--- config.mk ---
export PLATFORM = sky130hd
export DESIGN_NAME = ram_burst_wr
export DESIGN_NICKNAME = d
export VERILOG_FILES = /design/src/rtl/ram_burst_wr.sv
export SDC_FILE = /design/constraint.sdc
export NUM_CORES = 1
export LEC_CHECK = 0
export ABC_AREA = 1
export BUFFER_PORTS_ARGS = -buffer_cell sky130_fd_sc_hd__buf_2
export CAP_MARGIN = 20
export CORE_ASPECT_RATIO = 0.75
export CORE_MARGIN = 8
export CORE_UTILIZATION = 67
export DETAILED_ROUTE_END_ITERATION = 8
export PLACE_DENSITY = 0.87
export SETUP_SLACK_MARGIN = 0.05
export SKIP_LAST_GASP = 1
export SYNTH_ARGS = -nofsm -noshare
export SYNTH_HDL_FRONTEND = slang
export SYNTH_SLANG_ARGS = --single-unit
--- constraint.sdc ---
create_clock -name clk -period 4.9 [get_ports clk]
set_input_delay 0.735 -clock clk [delete_from_list [all_inputs] [get_ports clk]]
set_output_delay 0.735 -clock clk [all_outputs]
set_load 0.02 [all_outputs]
--- src/rtl/ram_burst_wr.sv ---
// ram_burst_wr
// ------------
// 64 x 4 RAM that loads itself from a valid/ready stream. Each burst writes
// words at consecutive addresses. It has the same combinational read port as
// the 64x4 ROM, so downstream logic can read a table that was loaded at run
// time.
//
// Ports
//   clk        rising-edge clock for all state
//   rst        synchronous, active-high reset (FSM and pointers only)
//   start      burst request, sampled only while idle
//   base_addr  first write address, latched with start
//   len        burst length in words (0..2*DEPTH-1), saturated to DEPTH
//   din        write data
//   din_valid  din is valid this cycle
//   din_ready  block accepts din this cycle (WRITE state)
//   busy       burst in progress (WRITE or DONE)
//   done       one-cycle completion pulse
//   en         read enable
//   addr       read address
//   dout       en ? mem[addr] : 0, combinational, no write bypass
module ram_burst_wr #(
  parameter int ADDR_W = 6,
  parameter int DATA_W = 4,
  parameter int DEPTH  = 64
) (
  input  logic              clk,
  input  logic              rst,
  input  logic              start,
  input  logic [ADDR_W-1:0] base_addr,
  input  logic [ADDR_W:0]   len,
  input  logic [DATA_W-1:0] din,
  input  logic              din_valid,
  output logic              din_ready,
  output logic              busy,
  output logic              done,
  input  logic              en,
  input  logic [ADDR_W-1:0] addr,
  output logic [DATA_W-1:0] dout
);

  typedef enum logic [1:0] {
    IDLE  = 2'd0,
    WRITE = 2'd1,
    DONE  = 2'd2
  } state_t;

  localparam logic [ADDR_W:0] DEPTH_LEN = (ADDR_W + 1)'(DEPTH);
  localparam logic [ADDR_W:0] ONE_LEN   = (ADDR_W + 1)'(1);

  state_t            state_q, state_d;
  logic [ADDR_W-1:0] ptr_q, ptr_d;
  logic [ADDR_W:0]   remaining_q, remaining_d;
  logic [ADDR_W:0]   len_sat;
  logic              wr_en;

  // Storage has no reset: a table loaded before a reset must survive it.
  logic [DATA_W-1:0] mem_q [DEPTH];

  // A burst can never cover more than the whole array.
  assign len_sat = (len > DEPTH_LEN) ? DEPTH_LEN : len;

  always_comb begin
    state_d     = state_q;
    ptr_d       = ptr_q;
    remaining_d = remaining_q;
    busy        = 1'b0;
    din_ready   = 1'b0;
    done        = 1'b0;
    wr_en       = 1'b0;

    unique case (state_q)
      IDLE: begin
        if (start) begin
          ptr_d       = base_addr;
          remaining_d = len_sat;
          // A zero-length burst still reports completion, without writing.
          state_d     = (len_sat == '0) ? DONE : WRITE;
        end
      end

      WRITE: begin
        busy      = 1'b1;
        din_ready = 1'b1;
        if (din_valid) begin
          wr_en       = 1'b1;
          ptr_d       = ptr_q + 1'b1;        // natural wrap 63 -> 0
          remaining_d = remaining_q - 1'b1;  // WRITE is only entered with remaining > 0
          if (remaining_q == ONE_LEN) begin
            state_d = DONE;
          end
        end
      end

      DONE: begin
        busy    = 1'b1;
        done    = 1'b1;
        state_d = IDLE;
      end

      default: begin
        state_d = IDLE;
      end
    endcase
  end

  always_ff @(posedge clk) begin
    if (rst) begin
      state_q     <= IDLE;
      ptr_q       <= '0;
      remaining_q <= '0;
    end else begin
      state_q     <= state_d;
      ptr_q       <= ptr_d;
      remaining_q <= remaining_d;
    end
  end

  // A handshake that coincides with a reset edge is dropped.
  always_ff @(posedge clk) begin
    if (!rst && wr_en) begin
      mem_q[ptr_q] <= din;
    end
  end

  // Asynchronous read. A write shows up only after its edge.
  assign dout = en ? mem_q[addr] : '0;

endmodule

Word level (Yosys, flattened, before mapping)
Memory sizes are Yosys's and may differ from the RTL's.
Index checks and enable logic that the tools add are counted.

cells by class
  $add $sub $neg = 2
  $lt $le $gt $ge = 1
  eq/ne operators = 6
  multiplexer cells = 20
  reduce and logical (&&, ||, !) cells = 8

operators with widths
  cell                 count
  $mux 7               3
  $pmux 7 s2           1
  $mux 6               2
  $pmux 6 s2           1
  $mux 2               4
  $eq 7x1->1 const B   1
  $gt 7x7->1 const B   1
  $logic_not 7->1      1
  $mux 1               7
  $sub 7x1->7 const B  1
  $add 6x1->6 const B  1
  $ne 2x2->1 const B   3
  $reduce_and 3->1     2
  $mux 4               1
  $pmux 2 s2           1
  $eq 2x1->1 const B   1
  $eq 2x2->1 const B   1
  $logic_not 2->1      1
  $reduce_bool 2->1    1
  $reduce_or 2->1      1
  $logic_and 1x1->1    1
  $logic_not 1->1      1

word-level totals
  register bits = 15
  RAM bits = 256
  logic and storage cells = 41
  memories = 1

memories
  memory  words  width  rd ports  clocked after memory_dff  write ports  RTL line  source
  mem_q   64     4      1         0                         1            58        logic [DATA_W-1:0] mem_q [DEPTH];

Longest topological paths before layout
  word-level depth = 6
  mapped depth = 11

Worst setup path before layout
OpenSTA, ideal clock, no wires.

  path kind = input to output
  from = input addr[2]
  to = output dout[1]
  data arrival time = 1.968 ns
  setup slack = 2.197 ns
  cell stages on the path = 9
  path buffers = 2
  cells stage by stage = clkbuf_1 inv_1 clkbuf_1 nand3_1 nand2_1 nand2_1 nand3_1 nand3_1 a21oi_1

between the ends
  word-level cells in the longest chain between the ends = 2

ends and longest elaborated chain
  what          RTL line  source
  from (decl)   38        input logic [ADDR_W-1:0] addr,
  $mem_v2 64x4  n/a
  $mux 4        127       assign dout = en ? mem_q[addr] : '0;
  to (decl)     39        output logic [DATA_W-1:0] dout

No other way between the ends.

Worst setup path after layout
  from = input addr[0]
  to = output dout[2]

The elaborated chain is that of the path after synthesis.

==> impl_metrics.yaml <==
sta:
  slew_headroom_pct: 24.3
  tightest_slew_ns: 1.13
  timing.setup.tns_ns: 0
  slew_viol_final: 0
  finalHoldViolations: 0
  rsz0062_at_grt: "no"
  post-route-min-period_ns: 3.61
  finalCritPeriodShare_pct: 73.7
  skew_ns: 0.00572
  hold_ws_ns: 0.470
  setup_viol: 0
  fin_ws_ns: 1.29
  max_freq_mhz: 277
cts:
  post_cts_resized: 0
  cts_buffer_depth: 3
  cts_buffers: 26
  clock_latency_ns: 0.53
  clkTransAtPathRegs_ns: 0.06
  tritoncts: "built"
  post_cts_buffers: 0
  cts_root_buf: "clkbuf_16"
  postCtsHoldBufs: 0
  htreeDepth: 1
  cts_sinks: 271
pwr:
  powerDensity_nw_per_um2: 432
  cellLeakagePower_nw: 4.64
  power.total_mw: 5.49
  max-vdd-ir-drop_mv: 0.338
floorplan:
  die_y_um: 130
  die_w_um: 168
  core_area_um2: 16900
  pin_count: 35
  rows: 41
  die_area_um2: 21800
  start_util_pct: 68.5
synthesis:
  synth_edf_count: 256
  ys_seq_area_share_pct: 69.1
  synth_top_area_share_pct: 66.5
  synth_top_area_cell: "edfxtp_1"
  yosysWarningCount: 0
  ys_seq_elements: 271
  syn_nets: 1114
  synth_cell_types: 27
  synthCells: 1080
  synth.avg_cell_area_um2: 10.7
  synth_area_um2: 11600
  synthFlopType: "edfxtp_1"
  synth-async-reset-ratio_pct: 0
  synth_area_leaders: "edfxtp_1, nand2_1, nand3_1"
layout:
  final_area_um2: 12700
  drive_above_1_share_pct: 8.09
  area_delta_synth_final_pct: 9.88
  fin_util_pct: 75.3
  finish.net_count: 1128
  instances_no_fill: 1328
  n_antenna_cell: 0
drt:
  remaining_drc_errors: 0
  wl_mm: 28.2
  post_drt_wl_per_cell_um: 21.2
  ant_nets: 0
  viasPerCell: 6.33
  vias: 8406
  first_pass_iters: 7
  drt-initial-drc-count: 1462
critical_path:
  startpoint_type: "input pin"
  regToRegStartpoint: "state_q[1]"
  path_cells: "buf_4 > buf_4 > nand2_1 > nand3_1 > nand3_1 > nand2_1 > nand2_1 > nand3_1 > nand3_1 > a21oi_1 > buf_2"
  crit_path_max_fanout: 79
  cp_slowest_cell: "buf_4"
  r2r_end: "mem_q[49][2]"
  cp-startpoint: "addr[0]"
  r2r_slack_ns: 1.43
  critical_path_arrival_ns: 2.88
  worstPathRequired_ns: 4.16
  cpMostUsedCell: "nand3_1"
  max_stage_delay_ns: 0.64
  critPathCaptureType: "output port"
  reg2reg_depth: 6
  path_class: "in2out"
worst_hold_path:
  min_delay_worst_endpoint: "remaining_q[6]"
  hp-start: "remaining_q[6]"
  hold_depth: 2
  hp-class: "reg2reg"
grt:
  track_usage_pct: 25.6
  first_global_vias: 7882
  use_met3_pct: 5.04
  grtUsageMet2_pct: 41.3
  grt_pass1_wl_mm: 43.4
  use_met1_pct: 35.0
  overflow: 0
  busiest_layer: "met2"
  grt_max_degree: 80
  antenna_found_initial: 0
placement:
  gp_congestion: 0.894
  dpl.cell_count: 1281
  dp_worst_setup_slack_ns: 1.45
  post_dp_cell_area_um2: 11800
  io_buffer_count: 34
  dp_hpwl_mm: 16.3
run_status:
  status: "completed"
flow_run:
  maxCapViolCount: 0
synth_stat cells (3+ instances only):
| master | count |
|---|---|
| nor4_1 | 6 |
| o21ai_0 | 15 |
| nor2_1 | 72 |
| nand2_1 | 348 |
| buf_1 | 6 |
| xor2_1 | 3 |
| dfxtp_1 | 15 |
| a31oi_1 | 3 |
| o211ai_1 | 3 |
| a21oi_1 | 17 |
| inv_1 | 25 |
| edfxtp_1 | 256 |
| ha_1 | 6 |
| clkbuf_1 | 22 |
| buf_2 | 32 |
| nand4_1 | 10 |
| nand3_1 | 226 |
how the worst max path moves through the flow:
stage / endpoint / slack (ns) / cells past startpoint
after detailed placement: dout[0] / 1.45 / 11
after global routing: dout[2] / 1.19 / 12
after global placement: dout[3] / 1.47 / 11
after CTS: dout[2] / 1.36 / 11
after floorplan: dout[1] / 2.20 / 9
final: dout[2] / 1.29 / 11
kinds of logic after synthesis:
family / Yosys count / synth area share, %
adder cells (fa/ha/maj): 6 / 0.649
AO/OA/AOI/OAI: 44 / 2.14
XOR/XNOR: 4 / 0.303
AND/OR/NAND/NOR: 667 / 24.6
buffers and inverters: 88 / 3.20
flip-flops: 271 / 69.1
layer usage:
metal | share of wire, % | up-vias
li1 | - | 3797
met1 | 38 | 3931
met2 | 46 | 585
met3 | 12 | 93
met4 | 3.7 | 0
met5 | 0 | -
flip-flops by register name, indices dropped and copies added, names as in the netlist:
| register | flops |
|---|---|
| remaining_q | 7 |
| ptr_q | 6 |
| state_q | 2 |
| mem_q | 256 |
cell type report:
class	instances	area [um2]
sequential	271	7990
fill	1054	4170
multi-input combinational	721	3200
clock buffer	34	722
timing repair buffer	46	275
tap	215	269
clock inverter	13	140
inverter	28	106
power by group:
group / internal (mW) / leakage, nW / switching, mW / total (mW)
Sequential: 2.59 / 2.42 / 0.0761 / 2.67
Clock: 1.19 / 0.425 / 0.827 / 2.02
Combinational: 0.217 / 1.79 / 0.584 / 0.801
Total: 4.00 / 4.64 / 1.49 / 5.49
placed cells by master, fill, tap and decap left out, drive strengths merged, types with 10 or more instances in the layout:
cell    netlist  layout
nand2       348     348
edfxtp      256     256
nand3       226     226
nor2         72      72
buf          38      46
clkbuf       22      34
inv          27      27
a21oi        17      17
o21ai        16      16
dfxtp        15      15
clkinv        1      11
nand4        10      10
worst max-delay path: cells and delay by family:
kind | cells | cell delay (ns)
AND/OR/NAND/NOR | 7 | 0.83
AO/OA/AOI/OAI | 1 | 0.24
buffers and inverters | 3 | 0.98
Power figures use the tool's default switching activity.
